==> config.mk <==
export PLATFORM = sky130hd
export DESIGN_NAME = siren_driver
export DESIGN_NICKNAME = d
export VERILOG_FILES = /design/src/rtl/siren_driver.sv
export SDC_FILE = /design/constraint.sdc
export NUM_CORES = 1
export LEC_CHECK = 0
export ABC_AREA = 1
export ABC_CLOCK_PERIOD_IN_PS = 2100
export CAP_MARGIN = 25
export CORE_AREA = 2 2 39 41
export CTS_BUF_LIST = sky130_fd_sc_hd__clkbuf_4
export DETAILED_ROUTE_END_ITERATION = 8
export DIE_AREA = 0 0 41 43
export HOLD_SLACK_MARGIN = 0.05
export PLACE_DENSITY = 0.78
export SYNTH_ARGS = -nofsm -noshare
export SYNTH_HDL_FRONTEND = slang
export SYNTH_SLANG_ARGS = --single-unit
==> constraint.sdc <==
create_clock -name clock -period 2.1 [get_ports clock]
set_input_delay 0.42 -clock clock [delete_from_list [all_inputs] [get_ports clock]]
set_output_delay 0.42 -clock clock [all_outputs]
set_load 0.005 [all_outputs]
==> src/rtl/siren_driver.sv <==
// siren_driver: timed RGB siren pattern and armed-status LED blink, driven
// from level set/alarm indications. Includes its own tick prescaler.
module siren_driver #(
  parameter int TICK_DIV     = 4,
  parameter int COLOR_HOLD   = 2,
  parameter int BLINK_PERIOD = 4,
  parameter int BLINK_ON     = 1
) (
  input  logic       clock,
  input  logic       reset,
  input  logic       set,
  input  logic       alarm,
  output logic [2:0] siren,
  output logic       status_led
);

  localparam int CNT_W   = $clog2(TICK_DIV);
  localparam int HOLD_W  = (COLOR_HOLD > 1) ? $clog2(COLOR_HOLD) : 1;
  localparam int BLINK_W = $clog2(BLINK_PERIOD);

  localparam logic [CNT_W-1:0]   CNT_MAX   = CNT_W'(TICK_DIV - 1);
  localparam logic [HOLD_W-1:0]  HOLD_MAX  = HOLD_W'(COLOR_HOLD - 1);
  localparam logic [BLINK_W-1:0] BLINK_MAX = BLINK_W'(BLINK_PERIOD - 1);
  localparam logic [BLINK_W-1:0] BLINK_LIT = BLINK_W'(BLINK_ON);

  localparam logic [2:0] RGB_RED   = 3'b100;
  localparam logic [2:0] RGB_BLUE  = 3'b001;
  localparam logic [2:0] RGB_WHITE = 3'b111;

  typedef enum logic [1:0] {IDLE, ARMED, ALARM} state_t;
  typedef enum logic [1:0] {C_RED, C_BLUE, C_WHITE} color_t;

  state_t              state_q, state_d;
  color_t              col_q, col_d;
  logic [CNT_W-1:0]    cnt_q, cnt_d;
  logic [HOLD_W-1:0]   hold_q, hold_d;
  logic [BLINK_W-1:0]  blink_q, blink_d;
  logic [2:0]          siren_d;
  logic                led_d;
  logic                tick;

  assign tick = (cnt_q == CNT_MAX);

  // Register state, counters and outputs together so outputs lag inputs by one edge.
  always_ff @(posedge clock) begin
    if (reset) begin
      state_q    <= IDLE;
      col_q      <= C_RED;
      cnt_q      <= '0;
      hold_q     <= '0;
      blink_q    <= '0;
      siren      <= 3'b000;
      status_led <= 1'b0;
    end else begin
      state_q    <= state_d;
      col_q      <= col_d;
      cnt_q      <= cnt_d;
      hold_q     <= hold_d;
      blink_q    <= blink_d;
      siren      <= siren_d;
      status_led <= led_d;
    end
  end

  // Next state, counter updates and next output values; evaluated every clock.
  always_comb begin
    state_d = state_q;
    col_d   = C_RED;
    cnt_d   = cnt_q;
    hold_d  = '0;
    blink_d = '0;
    siren_d = 3'b000;
    led_d   = 1'b0;

    if (alarm)    state_d = ALARM;
    else if (set) state_d = ARMED;
    else          state_d = IDLE;

    // Prescaler restarts on any state change so every state begins a full tick.
    if ((state_d != state_q) || tick) cnt_d = '0;
    else                              cnt_d = cnt_q + 1'b1;

    case (state_d)
      ARMED: begin
        if (state_q != ARMED) blink_d = '0;
        else if (tick)        blink_d = (blink_q == BLINK_MAX) ? '0 : blink_q + 1'b1;
        else                  blink_d = blink_q;
        led_d = (blink_d < BLINK_LIT);
      end
      ALARM: begin
        led_d = 1'b1;
        if (state_q != ALARM) begin
          col_d  = C_RED;
          hold_d = '0;
        end else if (tick && (hold_q == HOLD_MAX)) begin
          hold_d = '0;
          case (col_q)
            C_RED:   col_d = C_BLUE;
            C_BLUE:  col_d = C_WHITE;
            default: col_d = C_RED;
          endcase
        end else begin
          col_d  = col_q;
          hold_d = tick ? hold_q + 1'b1 : hold_q;
        end
        case (col_d)
          C_RED:   siren_d = RGB_RED;
          C_BLUE:  siren_d = RGB_BLUE;
          C_WHITE: siren_d = RGB_WHITE;
          default: siren_d = RGB_RED;
        endcase
      end
      default: ;
    endcase
  end

endmodule
==> results.json <==
{
  "clkLatencyLatePin_ps": 260,
  "syn-instance-count": 82,
  "yosysTopAreaCell": "dfxtp_1",
  "critical_path_required_ps": 2300,
  "timing.critical_path.cells": "ha_1, nand2_2, nand2_1, nand2_1, nor2_2, inv_2, ha_1, nor2_1",
  "coreArea_sq_um": 1380,
  "netlist_area_sq_um": 589,
  "cts_buffer_depth": 2,
  "synth_top_family_by_area": "simple AND/OR/NAND/NOR gates",
  "drc": 0,
  "synth_nets": 90,
  "synthXorXnorAreaFrac": 0,
  "die-area_sq_um": 1760,
  "endpoint": "siren[0]$_SDFF_PP0_",
  "worstSetupPathType": "register to register",
  "synth_warnings": 0,
  "track_usage": 0.128,
  "synth_seq_cells": 13,
  "r2r_slack_ps": 600,
  "routed_wirelength_microns": 867,
  "rows": 14,
  "finalSetupViolations": 0,
  "drt-initial-drc-count": 10,
  "via_count": 471,
  "layout.nets": 102,
  "die_w_microns": 41,
  "die_h_microns": 43,
  "worstReg2RegEnd": "siren[0]$_SDFF_PP0_",
  "htreeDepth": 1,
  "dp_slack_ps": 617,
  "p_leak_nw": 0.372,
  "vdd.ir_drop.worst_mv": 0.346,
  "area_growth_pct": 20.4,
  "hold_class": "register to register",
  "cts_buffers": 3,
  "max_freq_mhz": 666,
  "viasPerCell": 4.32,
  "gp_congestion": 0.811,
  "grt_pass1_wl_microns": 1580,
  "crit_path_start": "cnt_q[0]$_SDFF_PP0_",
  "final_cell_mix": "nand2_1 (21), inv_1 (19), nor2_1 (13), dfxtp_1 (13), clkdlybuf4s50_1 (7)",
  "cp-start-kind": "register",
  "hold_violations": 0,
  "worst_setup_path_end_kind": "register",
  "cp_slowest_stage_delay_ps": 340,
  "seqCellArea_sq_um": 260,
  "rsz0062_at_grt": "no",
  "cp.arrival_ps": 1700,
  "p_total_uw": 450,
  "status": "complete, no violations",
  "crit_slowest_cell": "dfxtp_1",
  "numPortBuffers": 7,
  "ioPinCount": 8,
  "dr.pass1.iters": 5,
  "synth_cell_type_count": 13,
  "wl_per_cell_microns": 7.95,
  "synth.area.top_cells": "dfxtp_1 (44%), nand2_1 (13%), inv_1 (12%)",
  "power.density_nw_per_um2": 634,
  "period_share": 0.715,
  "clkSlewWorstSetupHoldPaths_ps": 80,
  "antenna_found_initial": 0,
  "drv_cap": 0,
  "slew_headroom": 0.812,
  "layout_commonest_cell": "nand2_1",
  "syn_avg_cell_area_sq_um": 7.19,
  "synth_fa_ha_area_frac": 0.0849,
  "reg2reg_from": "cnt_q[0]$_SDFF_PP0_",
  "cts.sinks": 13,
  "cts_tree": "done",
  "synth_compound_area_frac": 0.0382,
  "synth-seq-area-share": 0.442,
  "start_util": 0.426,
  "cp_top_family": "adder cells",
  "synth_top_area_frac": 0.442,
  "cts_hold_buf": 0,
  "r2r_cells": 8,
  "path_depth": 8,
  "period_minus_slack_ps": 1500,
  "grt_overflow": 0,
  "drtAntennaViolNets": 0,
  "worst-path-buf-inv": 1,
  "fill_cells": 130,
  "setup_slack_ps": 599,
  "report.final.slew_viol_count": 0,
  "drive_gt1_frac": 0.0968,
  "clock_skew_ps": 1.86,
  "root_buffer": "clkbuf_4",
  "grt_max_degree": 8,
  "place_hpwl_microns": 714,
  "tns_ps": 0,
  "path_max_fanout": 6,
  "grt_pass1_vias": 403,
  "synthSimpleGateAreaFrac": 0.308,
  "antenna_cells": 0,
  "cts_resized": 0,
  "muxShareOfSynthArea": 0,
  "post_cts_buffers": 0,
  "max_slew.worst_pin.slew_ps": 282,
  "multiInputGateArea_sq_um": 254
}
[worst min path at each step]
stage                         from  cells after the start  slack (ps)                  end
2_1_floorplan  cnt_q[0]$_SDFF_PP0_                      1         400  cnt_q[0]$_SDFF_PP0_
3_3_place_gp   cnt_q[0]$_SDFF_PP0_                      1         410  cnt_q[0]$_SDFF_PP0_
3_5_place_dp   cnt_q[0]$_SDFF_PP0_                      1         420  cnt_q[0]$_SDFF_PP0_
4_1_cts        cnt_q[0]$_SDFF_PP0_                      1         430  cnt_q[0]$_SDFF_PP0_
5_1_grt        cnt_q[0]$_SDFF_PP0_                      1         450  cnt_q[0]$_SDFF_PP0_
6_report       cnt_q[0]$_SDFF_PP0_                      1         430  cnt_q[0]$_SDFF_PP0_
[routing by layer]
layer,part of all wire,wire [microns],global-route usage,up-vias
met1,0.49,429,0.187,205
li1,-,-,-,260
met5,0,0,0,-
met2,0.48,414,0.181,4
met3,0.017,15,0.0314,2
met4,0.0092,8,0.0400,0
[state kept, by name, summed over array words and instances, names as in the netlist]
signal,flops
cnt_q,2
blink_q,2
col_q,2
siren,3
state_q,2
hold_q,1
status_led,1
[where the power goes]
group	switching, mW	total, mW	internal, mW
combinational	0.0175	0.0342	0.0166
sequential	0.00358	0.256	0.253
clock	0.0734	0.160	0.0862
[synthesized netlist by cell type]
library cell,number
a21oi_1,1
dfxtp_1,13
ha_1,4
inv_1,19
inv_2,1
nand2_1,21
nand2_2,1
nand3_1,3
nor2_1,13
nor2_2,2
nor2_8,1
o21ai_0,2
o21bai_1,1
[cell type report]
class / instances / share of cell area
timing repair buffer: 7 / 0.0988
tap: 16 / 0.0282
multi-input combinational: 49 / 0.358
sequential: 13 / 0.367
inverter: 20 / 0.106
clock buffer: 4 / 0.0423
[through the flow]
| stage | util | cell area, sq um | hold WS (ps) | std cells |
|---|---|---|---|---|
| 2_1_floorplan | - | 589 | 397 | 82 |
| 3_3_place_gp | 0.491 | 679 | 407 | 105 |
| 3_5_place_dp | 0.491 | 679 | 421 | 105 |
| 4_1_cts | 0.513 | 709 | 432 | 109 |
| 5_1_grt | 0.513 | 709 | 450 | 109 |
| 6_report | 0.513 | 709 | 431 | 109 |
[worst reg2reg max path, cell delays in order, from the launching register on]
cell and delay (ps):
dfxtp_1 340, ha_1 270, nand2_2 120, nand2_1 70, nand2_1 60, nor2_2 150, inv_2 60, ha_1 280
nor2_1 90
[kinds of logic (layout without fill, tap and decap cells)]
logic type	after synthesis	in the layout
and+or+nand+nor	41	41
adders and majority gates	4	4
AOI/OAI and AO/OA	4	4
DFF	13	13
buffers and inverters	20	31
Power figures use the tool's default switching activity.
